--- config.mk ---
export PLATFORM = sky130hd
export DESIGN_NAME = p405s_pdp_skid_stage
export DESIGN_NICKNAME = d
export VERILOG_FILES = /design/src/rtl/p405s_pdp_skid_stage_pkg.sv /design/src/rtl/p405s_PDP_P1EUL2.sv /design/src/rtl/p405s_pdp_skid_stage.sv
export SDC_FILE = /design/constraint.sdc
export NUM_CORES = 1
export LEC_CHECK = 0
export BUFFER_PORTS_ARGS = -buffer_cell sky130_fd_sc_hd__buf_2
export CORE_MARGIN = 4
export CORE_UTILIZATION = 45
export CTS_CLUSTER_SIZE = 24
export DETAILED_ROUTE_END_ITERATION = 6
export PLACE_DENSITY = 0.77
export SYNTH_ARGS = -nofsm -noshare
export SYNTH_HDL_FRONTEND = slang
export SYNTH_SLANG_ARGS = --single-unit
--- constraint.sdc ---
create_clock -name CB -period 5.2 [get_ports CB]
set_input_delay 1.04 -clock CB [delete_from_list [all_inputs] [get_ports CB]]
set_output_delay 1.04 -clock CB [all_outputs]
set_load 0.02 [all_outputs]
--- src/rtl/p405s_pdp_skid_stage_pkg.sv ---
// Shared constants for the PDP two-entry skid stage.
package p405s_pdp_skid_stage_pkg;
   localparam logic [1:0] CNT_EMPTY = 2'd0;
   localparam logic [1:0] CNT_ONE   = 2'd1;
   localparam logic [1:0] CNT_FULL  = 2'd2;
endpackage

--- src/rtl/p405s_PDP_P1EUL2.sv ---
// Enabled N-bit register primitive: L2 captures D on posedge CB when E1=1.
// No reset; contents are undefined until first written.
module p405s_PDP_P1EUL2 #(
   parameter int N = 10
) (
   input  logic         CB,
   input  logic [0:N-1] D,
   input  logic         E1,
   output logic [0:N-1] L2
);
   logic [0:N-1] l2_d, l2_q;

   always_comb begin
      l2_d = l2_q;
      if (E1) l2_d = D;
   end

   always_ff @(posedge CB) begin
      l2_q <= l2_d;
   end

   assign L2 = l2_q;
endmodule

--- src/rtl/p405s_pdp_skid_stage.sv ---
// Two-entry valid/ready skid stage; ready/valid come only from registered
// occupancy so the upstream ready path is cut while sustaining 1 word/cycle.
module p405s_pdp_skid_stage
   import p405s_pdp_skid_stage_pkg::*;
#(
   parameter int N = 10
) (
   input  logic         CB,
   input  logic         RST,
   input  logic         IN_VLD,
   output logic         IN_RDY,
   input  logic [0:N-1] IN_D,
   input  logic         FLUSH,
   output logic         OUT_VLD,
   input  logic         OUT_RDY,
   output logic [0:N-1] OUT_D,
   output logic [1:0]   CNT
);
   logic [1:0]         cnt_d, cnt_q;
   logic               wr_ptr_d, wr_ptr_q;
   logic               rd_ptr_d, rd_ptr_q;
   logic               push, pop;
   logic [1:0]         slot_we;
   logic [1:0][0:N-1]  slot_l2;

   assign IN_RDY  = (cnt_q != CNT_FULL) & ~RST;
   assign OUT_VLD = (cnt_q != CNT_EMPTY);
   assign CNT     = cnt_q;
   assign push    = IN_VLD & IN_RDY;
   assign pop     = OUT_VLD & OUT_RDY;

   always_comb begin
      cnt_d    = cnt_q;
      wr_ptr_d = wr_ptr_q;
      rd_ptr_d = rd_ptr_q;
      if (FLUSH) begin
         cnt_d    = CNT_EMPTY;
         wr_ptr_d = 1'b0;
         rd_ptr_d = 1'b0;
      end else begin
         if (push) wr_ptr_d = ~wr_ptr_q;
         if (pop)  rd_ptr_d = ~rd_ptr_q;
         case (cnt_q)
            CNT_EMPTY: if (push) cnt_d = CNT_ONE;
            CNT_ONE: begin
               if (push & ~pop)      cnt_d = CNT_FULL;
               else if (pop & ~push) cnt_d = CNT_EMPTY;
            end
            CNT_FULL:  if (pop) cnt_d = CNT_ONE;
            default:   cnt_d = CNT_EMPTY;
         endcase
      end
   end

   always_ff @(posedge CB or posedge RST) begin
      if (RST) begin
         cnt_q    <= CNT_EMPTY;
         wr_ptr_q <= 1'b0;
         rd_ptr_q <= 1'b0;
      end else begin
         cnt_q    <= cnt_d;
         wr_ptr_q <= wr_ptr_d;
         rd_ptr_q <= rd_ptr_d;
      end
   end

   // A flushed push must not land in a slot even though it never becomes visible.
   for (genvar k = 0; k < 2; k++) begin : g_slot
      assign slot_we[k] = push & (wr_ptr_q == k[0]) & ~FLUSH;
      p405s_PDP_P1EUL2 #(.N(N)) u_slot (
         .CB (CB),
         .D  (IN_D),
         .E1 (slot_we[k]),
         .L2 (slot_l2[k])
      );
   end

   assign OUT_D = slot_l2[rd_ptr_q];
endmodule
==> flow_summary.toml <==
[critical_path]
reg2reg_from = "CNT[0]"
path_class = "flip-flop to output port"
cp-end-kind = "output port"
required_ps = 4160
cp_num_buf_inv = 1
r2r_end = "g_slot[0].u_slot.L2[7]"
cp-start-kind = "flip-flop"
critical-path-max-stage-delay_ps = 650
ff2ff_path_depth = 4
crit_family = "flip-flops"
worstPathCellList = "mux2_2 -> buf_2"
path_max_fanout = 11
crit_start = "rd_ptr_q"
critPathCapture = "OUT_D[2]"
crit_slowest_cell = "dfrtp_1"
rrSetupSlack_ps = 3330
cp_data_arrival_time_ps = 1500
path_depth = 2

[routing]
drt_iter0_markers = 3
ant_nets = 0
first_pass_iters = 2
drc = 0
via_per_inst = 4.92
wl_per_cell_microns = 14.0
vias = 581
drt_wl_total_microns = 1650

[placement]
place_ws_ps = 2550
dp_hpwl_microns = 1250
port-buffer-count = 28
routabilityCongestion = 0.677
dpl_cell_area_sq_mm = 0.00116

[sta]
slew_headroom = 0.454
setup_viol = 0
hold_ws_ps = 629
fmax_mhz = 394
maxSlewViolCount = 0
skew_ps = 5.09
tns_ps = 0
hold_viol = 0
postLayoutSetupSlackWorst_ps = 2660
timing.final.crit_share = 0.488
rsz0062_at_grt = "no"
worst_pin_slew_ps = 813
fin_crit_ps = 2540

[clock_tree]
cts.sinks = 24
path_clk_slew_ps = 110
cts_tree = "built"
cts.repair.resized = 0
htreeDepth = 1
clock_path_buffers = 2
holdBufCountCts = 0
post_cts_buffers = 0
numCtsBuffers = 3
worstSkewPairLatency_ps = 300
cts-root-buf = "clkbuf_4"

[floorplan]
start_util = 0.486
core_sq_mm = 0.00202
rows = 16
die-area_sq_mm = 0.00300
ioPinCount = 29
die_h_microns = 54.8
die_w_microns = 54.8

[global_routing]
use_met1 = 0.139
grt_pass1_vias = 564
use_met2 = 0.205
grt_max_degree = 14
grt_pass1_wl_microns = 2450
antenna_found_initial = 0
busiest_layer = "met2"
grt_overflow = 0
grtUsageMet3 = 0.0409
gr-usage-all-layers = 0.123

[cells_and_area]
final_area_sq_mm = 0.00119
synthToLayoutAreaGrowth_pct = 21.1
antennaDiodeCount = 0
drive_above_1_share = 0.527
nNetsFinal = 108
layout_common_cells = "28 x buf_2, 20 x edfxtp_1, 10 x mux2_2, 4 x dfrtp_1"
final_common_cell = "buf_2"
nFillCells = 168

[power]
switching_share = 0.220
vdd_drop_max_mv = 0.224
combPwrFrac = 0.115
p_int_mw = 0.259
power_mw = 0.332
switchingPower_mw = 0.0730
clock_power_share = 0.229
power.density_mw_per_mm2 = 279
p_seq_frac = 0.656
p_leak_nw = 0.473

[run_status]
status = "finished, final reports clean"

[synth]
synth_nets = 75
syn_area_per_cell_sq_um = 16.7
synth.distinct_cells = 22
ys_ff_latch = 24
yosysSeqAreaShare = 0.712
synth-warning-count = 0
synthCells = 59
syn_area_sq_um = 983

[min_path]
hp-class = "input pin to asynchronous set/reset pin"

[run]
maxCapViolations = 0
-- per-stage QoR --
stage,utilization,instances
after CTS,0.589,118
final,0.589,118
after global routing,0.589,118
after floorplan,-,59
after detailed placement,0.576,114
after global placement,0.576,114
-- synth_stat cells --
cell type | count | area [sq um]
nor3b_1 | 1 | 7.51
nor2_1 | 3 | 11.3
edfxtp_1 | 20 | 601
xor2_1 | 1 | 8.76
o22a_1 | 1 | 8.76
a31oi_1 | 1 | 6.26
nand2_4 | 1 | 11.3
or2_2 | 1 | 6.26
mux2_4 | 1 | 15.0
dfrtp_1 | 4 | 100
nand3b_1 | 2 | 15.0
ha_1 | 1 | 12.5
nand3_1 | 2 | 10.0
nor3_1 | 1 | 5.00
inv_1 | 2 | 7.51
a21oi_1 | 1 | 5.00
o21ai_1 | 1 | 5.00
buf_2 | 1 | 5.00
nand2b_4 | 1 | 13.8
inv_2 | 1 | 3.75
nor2b_1 | 2 | 12.5
mux2_2 | 10 | 113
-- routing by layer --
layer / up-vias / share of wire
li1: 286 / -
met1: 281 / 0.42
met2: 12 / 0.53
met3: 2 / 0.044
met4: 0 / 0.011
met5: - / 0
-- how the worst min path moves through the flow --
stage / from / end / slack [ps] / cells past startpoint
after CTS: RST / CNT[1] / 620 / 2
after floorplan: wr_ptr_q / wr_ptr_q / 630 / 2
after global placement: CNT[0] / CNT[0] / 650 / 2
after detailed placement: CNT[0] / CNT[0] / 650 / 2
final: RST / CNT[1] / 630 / 2
after global routing: RST / CNT[1] / 610 / 2
-- area by class of cell --
class | count | area, sq um | area share
inverters | 3 | 11.3 | 0.00945
clock inverters | 1 | 3.75 | 0.00315
clock buffers | 3 | 22.5 | 0.0189
flip-flops and latches | 24 | 701 | 0.588
multi-input cells | 31 | 272 | 0.228
well taps | 27 | 33.8 | 0.0284
repair buffers | 29 | 148 | 0.124
-- cells by family after synthesis --
logic type / count (synthesis) / share of synthesized area
adders and majority gates: 1 / 0.0127
buffers and inverters: 4 / 0.0165
and+or+nand+nor: 14 / 0.0941
DFF: 24 / 0.712
xor gates and xnor gates: 1 / 0.00891
muxes: 11 / 0.130
AOI/OAI and AO/OA: 4 / 0.0254
-- sequential cells by signal, summed over array words and instances, names as in the netlist --
register / flops
rd_ptr_q: 1
g_slot.u_slot.L2: 20
CNT: 2
wr_ptr_q: 1
-- power groups by stage --
stage	clock network, mW	registers (mW)	logic (mW)
floorplan	0	0.221	0.0239
global placement	0	0.222	0.0373
detailed placement	0	0.222	0.0385
CTS	0.0805	0.218	0.0386
global route	0.0902	0.219	0.0414
finish	0.0760	0.218	0.0383
(Power assumes the default switching activity.)
